File: src/rtl/header_remover_if.sv
// Avalon-ST stream bundle: data with valid/ready handshake and sop/eop/empty framing.
// The master drives the payload and framing; the slave drives ready.
interface avalon_st_if #(
    parameter int DATA_WIDTH = 128
);
    localparam int EMPTY_WIDTH = (DATA_WIDTH / 8 > 1) ? $clog2(DATA_WIDTH / 8) : 1;

    logic [DATA_WIDTH-1:0]  data;
    logic                   valid;
    logic                   ready;
    logic                   sop;
    logic                   eop;
    logic [EMPTY_WIDTH-1:0] empty;

    modport master (output data, valid, sop, eop, empty, input ready);
    modport slave  (input data, valid, sop, eop, empty, output ready);
endinterface

File: src/rtl/header_remover.sv
// Strips a fixed-size header from each Avalon-ST packet, captures it into header_data,
// and forwards the payload with zero latency and regenerated sop/eop/empty.
module header_remover #(
    parameter int DATA_WIDTH  = 128,
    parameter int HEADER_SIZE = 256
) (
    input  logic                   clk,
    input  logic                   rst_n,
    avalon_st_if.slave             data_in,
    avalon_st_if.master            data_out,
    output logic [HEADER_SIZE-1:0] header_data,
    output logic                   header_valid,
    output logic                   header_error
);
    localparam int HWC = HEADER_SIZE / DATA_WIDTH;
    localparam int CW  = $clog2(HWC) + 1;
    localparam logic [CW-1:0] LAST_IDX = CW'(HWC - 1);

    typedef enum logic [1:0] {IDLE_ST, HEADER_ST, DATA_ST} state_t;

    state_t                 r_state;
    logic [CW-1:0]          r_hdr_cntr;
    logic [HEADER_SIZE-1:0] r_header_data;
    logic                   r_header_valid;
    logic                   r_header_error;
    logic                   r_first_flag;

    logic          w_in_data_st;
    logic          w_beat;
    logic          w_hdr_wr;
    logic [CW-1:0] w_wr_idx;

    assign w_in_data_st = (r_state == DATA_ST);
    assign w_beat       = data_in.valid & data_in.ready;
    assign w_hdr_wr     = w_beat & (((r_state == IDLE_ST) & data_in.sop) | (r_state == HEADER_ST));
    assign w_wr_idx     = (r_state == IDLE_ST) ? '0 : r_hdr_cntr;

    // Header is absorbed unconditionally; only the payload phase honours downstream ready.
    assign data_in.ready  = w_in_data_st ? data_out.ready : 1'b1;
    assign data_out.valid = w_in_data_st & data_in.valid;
    assign data_out.data  = data_in.data;
    assign data_out.sop   = r_first_flag;
    assign data_out.eop   = data_in.eop;
    assign data_out.empty = data_in.eop ? data_in.empty : '0;

    assign header_data  = r_header_data;
    assign header_valid = r_header_valid;
    assign header_error = r_header_error;

    // Word 0 lands in the MSBs of the header register.
    always_ff @(posedge clk or negedge rst_n) begin
        if (!rst_n) begin
            r_header_data <= '0;
        end else if (w_hdr_wr) begin
            for (int i = 0; i < HWC; i++) begin
                if (w_wr_idx == CW'(i))
                    r_header_data[HEADER_SIZE-1-DATA_WIDTH*i -: DATA_WIDTH] <= data_in.data;
            end
        end
    end

    always_ff @(posedge clk or negedge rst_n) begin
        if (!rst_n) begin
            r_state        <= IDLE_ST;
            r_hdr_cntr     <= '0;
            r_header_valid <= 1'b0;
            r_header_error <= 1'b0;
            r_first_flag   <= 1'b1;
        end else begin
            r_header_valid <= 1'b0;
            r_header_error <= 1'b0;
            case (r_state)
                IDLE_ST: begin
                    if (w_beat && data_in.sop) begin
                        if (data_in.eop) begin
                            r_header_error <= 1'b1;
                        end else if (HWC == 1) begin
                            r_header_valid <= 1'b1;
                            r_first_flag   <= 1'b1;
                            r_state        <= DATA_ST;
                        end else begin
                            r_hdr_cntr <= CW'(1);
                            r_state    <= HEADER_ST;
                        end
                    end
                end
                HEADER_ST: begin
                    if (w_beat) begin
                        if (r_hdr_cntr == LAST_IDX) begin
                            // A packet ending exactly on the last header word carries no payload.
                            r_header_valid <= 1'b1;
                            r_hdr_cntr     <= '0;
                            r_first_flag   <= 1'b1;
                            r_state        <= data_in.eop ? IDLE_ST : DATA_ST;
                        end else if (data_in.eop) begin
                            r_header_error <= 1'b1;
                            r_hdr_cntr     <= '0;
                            r_state        <= IDLE_ST;
                        end else begin
                            r_hdr_cntr <= r_hdr_cntr + 1'b1;
                        end
                    end
                end
                DATA_ST: begin
                    if (w_beat) begin
                        r_first_flag <= 1'b0;
                        if (data_in.eop) begin
                            r_first_flag <= 1'b1;
                            r_state      <= IDLE_ST;
                        end
                    end
                end
                default: r_state <= IDLE_ST;
            endcase
        end
    end
endmodule

File: src/flat_wrapper.sv
// flat-port wrapper written by rule: the top's interface ports become plain ports
module header_remover_flat 
#(
    parameter int DATA_WIDTH  = 128,
    parameter int HEADER_SIZE = 256
)
  (clk, rst_n, header_data, header_valid, header_error, data_in_data, data_in_valid, data_in_sop, data_in_eop, data_in_empty, data_in_ready, data_out_data, data_out_valid, data_out_sop, data_out_eop, data_out_empty, data_out_ready);
  avalon_st_if #(.DATA_WIDTH(DATA_WIDTH)) data_in_i ();
  avalon_st_if #(.DATA_WIDTH(DATA_WIDTH)) data_out_i ();
  input  logic clk;
  input  logic rst_n;
  output logic [HEADER_SIZE-1:0] header_data;
  output logic header_valid;
  output logic header_error;
  input wire logic [$bits(data_in_i.data)-1:0] data_in_data;
  input wire logic [$bits(data_in_i.valid)-1:0] data_in_valid;
  input wire logic [$bits(data_in_i.sop)-1:0] data_in_sop;
  input wire logic [$bits(data_in_i.eop)-1:0] data_in_eop;
  input wire logic [$bits(data_in_i.empty)-1:0] data_in_empty;
  output wire logic [$bits(data_in_i.ready)-1:0] data_in_ready;
  output wire logic [$bits(data_out_i.data)-1:0] data_out_data;
  output wire logic [$bits(data_out_i.valid)-1:0] data_out_valid;
  output wire logic [$bits(data_out_i.sop)-1:0] data_out_sop;
  output wire logic [$bits(data_out_i.eop)-1:0] data_out_eop;
  output wire logic [$bits(data_out_i.empty)-1:0] data_out_empty;
  input wire logic [$bits(data_out_i.ready)-1:0] data_out_ready;
  assign data_in_i.data = data_in_data;
  assign data_in_i.valid = data_in_valid;
  assign data_in_i.sop = data_in_sop;
  assign data_in_i.eop = data_in_eop;
  assign data_in_i.empty = data_in_empty;
  assign data_in_ready = data_in_i.ready;
  assign data_out_data = data_out_i.data;
  assign data_out_valid = data_out_i.valid;
  assign data_out_sop = data_out_i.sop;
  assign data_out_eop = data_out_i.eop;
  assign data_out_empty = data_out_i.empty;
  assign data_out_i.ready = data_out_ready;
  header_remover #(.DATA_WIDTH(DATA_WIDTH), .HEADER_SIZE(HEADER_SIZE)) u_core (.clk(clk), .rst_n(rst_n), .data_in(data_in_i), .data_out(data_out_i), .header_data(header_data), .header_valid(header_valid), .header_error(header_error));
endmodule
File: config.mk
export PLATFORM = sky130hd
export DESIGN_NAME = header_remover_flat
export DESIGN_NICKNAME = d
export VERILOG_FILES = /design/src/rtl/header_remover_if.sv /design/src/rtl/header_remover.sv /design/src/flat_wrapper.sv
export SDC_FILE = /design/constraint.sdc
export NUM_CORES = 1
export LEC_CHECK = 0
export ABC_CLOCK_PERIOD_IN_PS = 1800
export BUFFER_PORTS_ARGS = -buffer_cell sky130_fd_sc_hd__buf_2
export CAP_MARGIN = 5
export CORE_AREA = 2 2 208 210
export CTS_CLUSTER_SIZE = 8
export DETAILED_ROUTE_END_ITERATION = 8
export DIE_AREA = 0 0 210 212
export PLACE_DENSITY = 0.56
export SLEW_MARGIN = 20
export SYNTH_ARGS = -nofsm -noshare
export SYNTH_HDL_FRONTEND = slang
export SYNTH_SLANG_ARGS = --single-unit
File: constraint.sdc
create_clock -name clk -period 1.8 [get_ports clk]
set_input_delay 0.09 -clock clk [delete_from_list [all_inputs] [get_ports clk]]
set_output_delay 0.09 -clock clk [all_outputs]
set_load 0.02 [all_outputs]
==> flow_summary.json, run 1 <==
{
  "layout.nets": 1461,
  "design_area_sq_mm": 0.0162,
  "cp_cell_sequence": "nor3b_2 -> o21ai_4 -> buf_12 -> buf_12 -> mux2_2",
  "hold_path.class": "primary input to asynchronous set/reset pin",
  "peakVddDrop_mv": 0.893,
  "numClockSinks": 263,
  "synth_nets": 856,
  "fin_crit_sh_pct": 95.5,
  "finalHoldViolCount": 0,
  "dpl_worst_slack_ns": 0.0302,
  "p_seq_share_pct": 35.5,
  "core_area_sq_mm": 0.0425,
  "ios": 532,
  "grt_max_degree": 65,
  "dieArea_sq_mm": 0.0445,
  "timing.rr.end": "u_core.header_data[232]$_DFFE_PN0P_",
  "drive_gt1_share_pct": 67.1,
  "synthTopCellsByArea": "dfrtp_1, mux2_2, buf_4",
  "cap_violations": 0,
  "cp_common_cell": "buf_12",
  "place_area_sq_mm": 0.0136,
  "vias": 7767,
  "synth-xor-area-share_pct": 0,
  "yosysUniqueCellTypes": 30,
  "reg2reg_slack_ns": 0.08,
  "synth.area.mux_share_pct": 26.4,
  "critPathKind": "flip-flop to flip-flop",
  "synth_top_cell_by_area": "dfrtp_1",
  "ant_nets": 0,
  "r2r_cells": 5,
  "routedWlPerCell_microns": 17.0,
  "p_comb_share_pct": 42.3,
  "cts_root_buf": "clkbuf_16",
  "crit_fanout": 19,
  "rsz0062_at_grt": "true",
  "globalRouteTotalUtil_pct": 13.4,
  "fin_cells": 1876,
  "switching_share_pct": 37.6,
  "p_leak_nw": 7.89,
  "path_buf_inv": 2,
  "antenna_found_initial": 0,
  "syn_to_final_growth_pct": 46.4,
  "port_buffers": 531,
  "fp.dieH_microns": 212,
  "syn_avg_cell_area_sq_um": 15.4,
  "cts_max_level": 2,
  "relSlewSlack_pct": 66.3,
  "netlist_instances": 717,
  "initial_utilization_pct": 26.0,
  "p_clk_share_pct": 22.2,
  "yosysTopAreaCellShare_pct": 59.4,
  "outcome": "completed",
  "ys_seq_area_share_pct": 59.7,
  "die_w_microns": 210,
  "synthAdderAreaFrac_pct": 0.113,
  "crit_required_ns": 2.19,
  "synth_top_family_by_area": "multiplexers",
  "start_kind": "flip-flop",
  "drt-total-wl_microns": 31800,
  "placementRows": 76,
  "clock.fmax_mhz": 582,
  "drt_iter0_markers": 300,
  "r2r_start": "u_core.r_state[0]$_DFFE_PN0P_",
  "hold_slack_ns": 0.0904,
  "min_period_ns": 1.72,
  "gp_congestion": 0.770,
  "grt_pass1_wl_microns": 46400,
  "synth_compound_area_share_pct": 0.544,
  "synth-seq-cells": 263,
  "cp_slowest_cell": "dfrtp_1",
  "antenna_cells": 0,
  "slew_violations": 0,
  "dp.cells": 1683,
  "drc_errors": 0,
  "cts_made_buffers": 38,
  "cts_tree": "done",
  "fin_skew_ns": 0.00974,
  "grt_pass1_vias": 8209,
  "p_sw_mw": 10.9,
  "critical_path.max_stage_delay_ns": 0.40,
  "arrival_ns": 2.11,
  "grt-ovfl-total": 0,
  "clock_latency_ns": 0.52,
  "end_kind": "flip-flop",
  "synth_simple_gate_area_share_pct": 1.36,
  "clk_pin_slew_worst_paths_ns": 0.05,
  "place.detailed.hpwl_microns": 21600,
  "tightest_slew_ns": 0.505,
  "avgViaCountPerCell": 4.14,
  "max-clock-path-buffers": 3,
  "power_density_mw_per_mm2": 1800,
  "yosysWarnings": 0,
  "setup_viol": 0,
  "p_int_mw": 18.1,
  "first_pass_iters": 4,
  "syn-cell-area_sq_mm": 0.0110,
  "setup_ws_ns": 0.0804,
  "cp_top_family": "flip-flops"
}
cells in the mapped netlist, drive strengths merged:
cell and number:
a21boi 1, a21oi 2, a31oi 1, and2 5, and2b 1, and3 1, buf 153, clkbuf 6
dfrtp 262, dfstp 1, ha 1, inv 1, mux2 256, mux2i 3, nand2 4, nand2b 5
nand3 1, nor2 1, nor2b 3, nor3 2, nor3b 1, o21ai 3, o22a 1, o32ai 1
or4 1
repair_timing:
item	in CTS	in global routing
buffers inserted	0	7
resized for setup	0	5
setup endpoints to repair	0	171
hold buffers	135	0
hold endpoints to repair	513	0
state kept, by name, summed over array words and instances (netlist names):
signal               flops
u_core.r_state           2
u_core.header_error      1
u_core.r_hdr_cntr        2
u_core.data_out.sop      1
u_core.header_data     256
u_core.header_valid      1
worst reg2reg max path, cell delays in order (launching register included):
cell	delay (ns)
dfrtp_1	0.40
nor3b_2	0.18
o21ai_4	0.26
buf_12	0.21
buf_12	0.18
mux2_2	0.36
cell families after synthesis:
family / after synthesis
fa+ha+maj: 1
compound gates: 9
mux: 259
flops: 263
buf+inv: 160
simple gates: 25
through the flow:
step / total power [mW] / utilization (%) / setup TNS (ns)
after floorplan: 17.9 / - / 0
after global placement: 22.2 / 32.0 / 0
after detailed placement: 22.4 / 32.0 / 0
after CTS: 29.3 / 37.6 / 0
after global routing: 30.7 / 38.0 / -1.05
final: 29.0 / 38.0 / 0
metal layers:
layer | share of wire [%] | up-vias | GRT usage [%]
li1 | - | 3551 | -
met1 | 40 | 3895 | 15.6
met2 | 52 | 273 | 23.8
met3 | 5.4 | 48 | 3.29
met4 | 2.5 | 0 | 4.92
met5 | 0 | - | 0
layout by cell type (no fill, tap or decap), drive strengths merged:
cell type	count
nor2	1
a21oi	2
and2	5
nand2	4
ha	1
nor3b	1
mux2i	3
or4	1
a31oi	1
buf	586
dlygate4sd3	135
dfrtp	262
a21boi	1
o22a	1
nor3	2
clkbuf	51
dfstp	1
o21ai	3
and3	1
mux2	256
and2b	1
nand3	1
nand2b	5
o32ai	1
nor2b	3
inv	1
layout make-up:
class / count / area [sq um]
multi-input combinational: 294 / 3160
clock buffer: 48 / 1050
fill: 4062 / 26400
sequential: 263 / 6580
tap: 546 / 683
inverter: 1 / 3.75
timing repair buffer: 724 / 4670
power by group through the flow:
stage          Clock, mW  Combinational, mW  Sequential [mW]
3_3_place_gp           0               11.9             10.3
3_5_place_dp           0               12.0             10.4
6_report            6.45               12.3             10.3
2_1_floorplan          0               3.91             14.0
4_1_cts             6.73               12.3             10.3
5_1_grt             6.97               13.0             10.7
worst max-delay path by stage:
stage                                     startpoint                                  end  slack (ns)  cells after the start
global route        u_core.r_hdr_cntr[0]$_DFFE_PN0P_   u_core.header_data[48]$_DFFE_PN0P_       -0.03                      6
global placement       u_core.r_state[0]$_DFFE_PN0P_  u_core.header_data[182]$_DFFE_PN0P_        0.05                      5
finish                 u_core.r_state[0]$_DFFE_PN0P_  u_core.header_data[232]$_DFFE_PN0P_        0.08                      5
CTS                    u_core.r_state[0]$_DFFE_PN0P_                       data_out_valid       0.007                      4
floorplan              u_core.r_state[1]$_DFFE_PN0P_   u_core.header_data[61]$_DFFE_PN0P_        0.23                      5
detailed placement     u_core.r_state[1]$_DFFE_PN0P_   u_core.header_data[52]$_DFFE_PN0P_        0.03                      5
Note: power is estimated with default switching activity, not from simulation.
==> run 2: changes to the inputs <==
REMOVE_ABC_BUFFERS = 1   (was default)
==> flow_summary.json, run 2 (synthesis results as in run 1) <==
{
  "regArea_sq_mm": 0.00658,
  "drt-total-wl_microns": 30700,
  "ant_nets": 0,
  "ios": 532,
  "first_pass_iters": 4,
  "antenna_found_initial": 0,
  "avgViaCountPerCell": 4.15,
  "clk_pin_slew_worst_paths_ns": 0.05,
  "r2r_start": "u_core.r_state[1]$_DFFE_PN0P_",
  "critPathKind": "flip-flop to flip-flop",
  "numClockSinks": 263,
  "clock_latency_ns": 0.52,
  "p_int_mw": 18.1,
  "slew_violations": 0,
  "drive_gt1_share_pct": 67.5,
  "dpl_worst_slack_ns": 0.0632,
  "start_kind": "flip-flop",
  "die_w_microns": 210,
  "power_density_mw_per_mm2": 1790,
  "min_period_ns": 1.69,
  "globalRouteTotalUtil_pct": 13.3,
  "clock.fmax_mhz": 592,
  "timing.rr.end": "u_core.header_data[126]$_DFFE_PN0P_",
  "initial_utilization_pct": 26.0,
  "routedWlPerCell_microns": 16.4,
  "p_sw_mw": 10.8,
  "fin_skew_ns": 0.0176,
  "cts_max_level": 2,
  "p_comb_share_pct": 42.1,
  "path_buf_inv": 2,
  "grt-ovfl-total": 0,
  "crit_fanout": 14,
  "hold_path.class": "primary input to asynchronous set/reset pin",
  "tightest_slew_ns": 0.593,
  "cap_violations": 0,
  "hold_slack_ns": 0.164,
  "cp_cell_sequence": "nand2b_1 -> nor3_4 -> buf_12 -> buf_12 -> mux2_2",
  "layout.nets": 1461,
  "switching_share_pct": 37.4,
  "vias": 7773,
  "outcome": "completed",
  "drt_iter0_markers": 231,
  "fp.dieH_microns": 212,
  "cts_tree": "done",
  "grt_max_degree": 68,
  "rsz0062_at_grt": "false",
  "dieArea_sq_mm": 0.0445,
  "finish.utilization_pct": 38.0,
  "place.detailed.hpwl_microns": 21800,
  "max-clock-path-buffers": 3,
  "relSlewSlack_pct": 60.5,
  "reg2reg_slack_ns": 0.11,
  "crit_required_ns": 2.19,
  "setup_ws_ns": 0.110,
  "port_buffers": 531,
  "r2r_cells": 5,
  "antenna_cells": 0,
  "final_common_cell": "buf_2",
  "end_kind": "flip-flop",
  "p_seq_share_pct": 35.6,
  "gp_congestion": 0.820,
  "cp_common_cell": "buf_12",
  "cts_root_buf": "clkbuf_16",
  "finalHoldViolCount": 0,
  "final_cell_mix": "buf_2, dfrtp_1, mux2_2",
  "peakVddDrop_mv": 0.795,
  "drc_errors": 0,
  "p_clk_share_pct": 22.3,
  "cp_top_family": "simple AND/OR/NAND/NOR gates",
  "fin_crit_sh_pct": 93.9,
  "arrival_ns": 2.08,
  "p_leak_nw": 7.90,
  "core_area_sq_mm": 0.0425,
  "multi_input_area_sq_mm": 0.00315,
  "cp_slowest_cell": "dfrtp_1",
  "placementRows": 76,
  "largest_reg_flops": 256,
  "critical_path.max_stage_delay_ns": 0.40,
  "cts_made_buffers": 39,
  "syn_to_final_growth_pct": 46.5,
  "grt_pass1_wl_microns": 45900,
  "setup_viol": 0,
  "fillers": 4052,
  "grt_pass1_vias": 8300
}
run 2: timing repair:
action	in CTS	in global routing
hold buffers	133	0
resized for setup	1	0
pin swaps	0	1
setup buffers	0	0
endpoints found under the hold margin	407	0
setup endpoints to repair	1	25
run 2: stage by stage:
| step | TNS [ns] | instance area (sq um) | cells | total power [mW] |
|---|---|---|---|---|
| 2_1_floorplan | -920.50 | 9720 | 558 | 17.4 |
| 3_3_place_gp | 0 | 13800 | 1694 | 22.3 |
| 3_5_place_dp | 0 | 13800 | 1694 | 22.5 |
| 4_1_cts | 0 | 16200 | 1871 | 29.4 |
| 5_1_grt | 0 | 16200 | 1871 | 30.6 |
| 6_report | 0 | 16200 | 1871 | 29.0 |
run 2: cell type report:
cell class                 count  area share [%]
sequential                   263            40.7
multi-input combinational    294            19.5
inverter                       1          0.0232
timing repair buffer         723            29.0
clock buffer                  43            6.52
tap                          546            4.23
clock inverter                 1          0.0465
run 2: how the worst max path moves through the flow:
stage,from,endpoint,slack (ns),depth (start not counted)
finish,u_core.r_state[1]$_DFFE_PN0P_,u_core.header_data[126]$_DFFE_PN0P_,0.11,5
detailed placement,u_core.r_state[1]$_DFFE_PN0P_,u_core.header_data[73]$_DFFE_PN0P_,0.06,5
global route,u_core.r_state[0]$_DFFE_PN0P_,data_out_valid,0.03,4
global placement,u_core.r_state[1]$_DFFE_PN0P_,u_core.header_data[124]$_DFFE_PN0P_,0.09,5
floorplan,u_core.r_state[1]$_DFFE_PN0P_,u_core.header_data[0]$_DFFE_PN0P_,-4.46,3
CTS,u_core.r_state[1]$_DFFE_PN0P_,u_core.header_data[73]$_DFFE_PN0P_,0.05,5
run 2: metal layers:
layer	vias up	global-route usage, %	share of wire (%)
li1	3554	-	-
met1	3863	15.3	40
met2	301	23.6	51
met3	55	3.57	5.6
met4	0	4.89	2.7
met5	-	0	0
run 2: power groups by stage:
stage | Sequential, mW | Combinational [mW] | Clock (mW)
floorplan | 14.0 | 3.41 | 0
global placement | 10.3 | 12.0 | 0
detailed placement | 10.4 | 12.1 | 0
CTS | 10.3 | 12.3 | 6.71
global route | 10.7 | 12.9 | 6.96
finish | 10.3 | 12.2 | 6.45
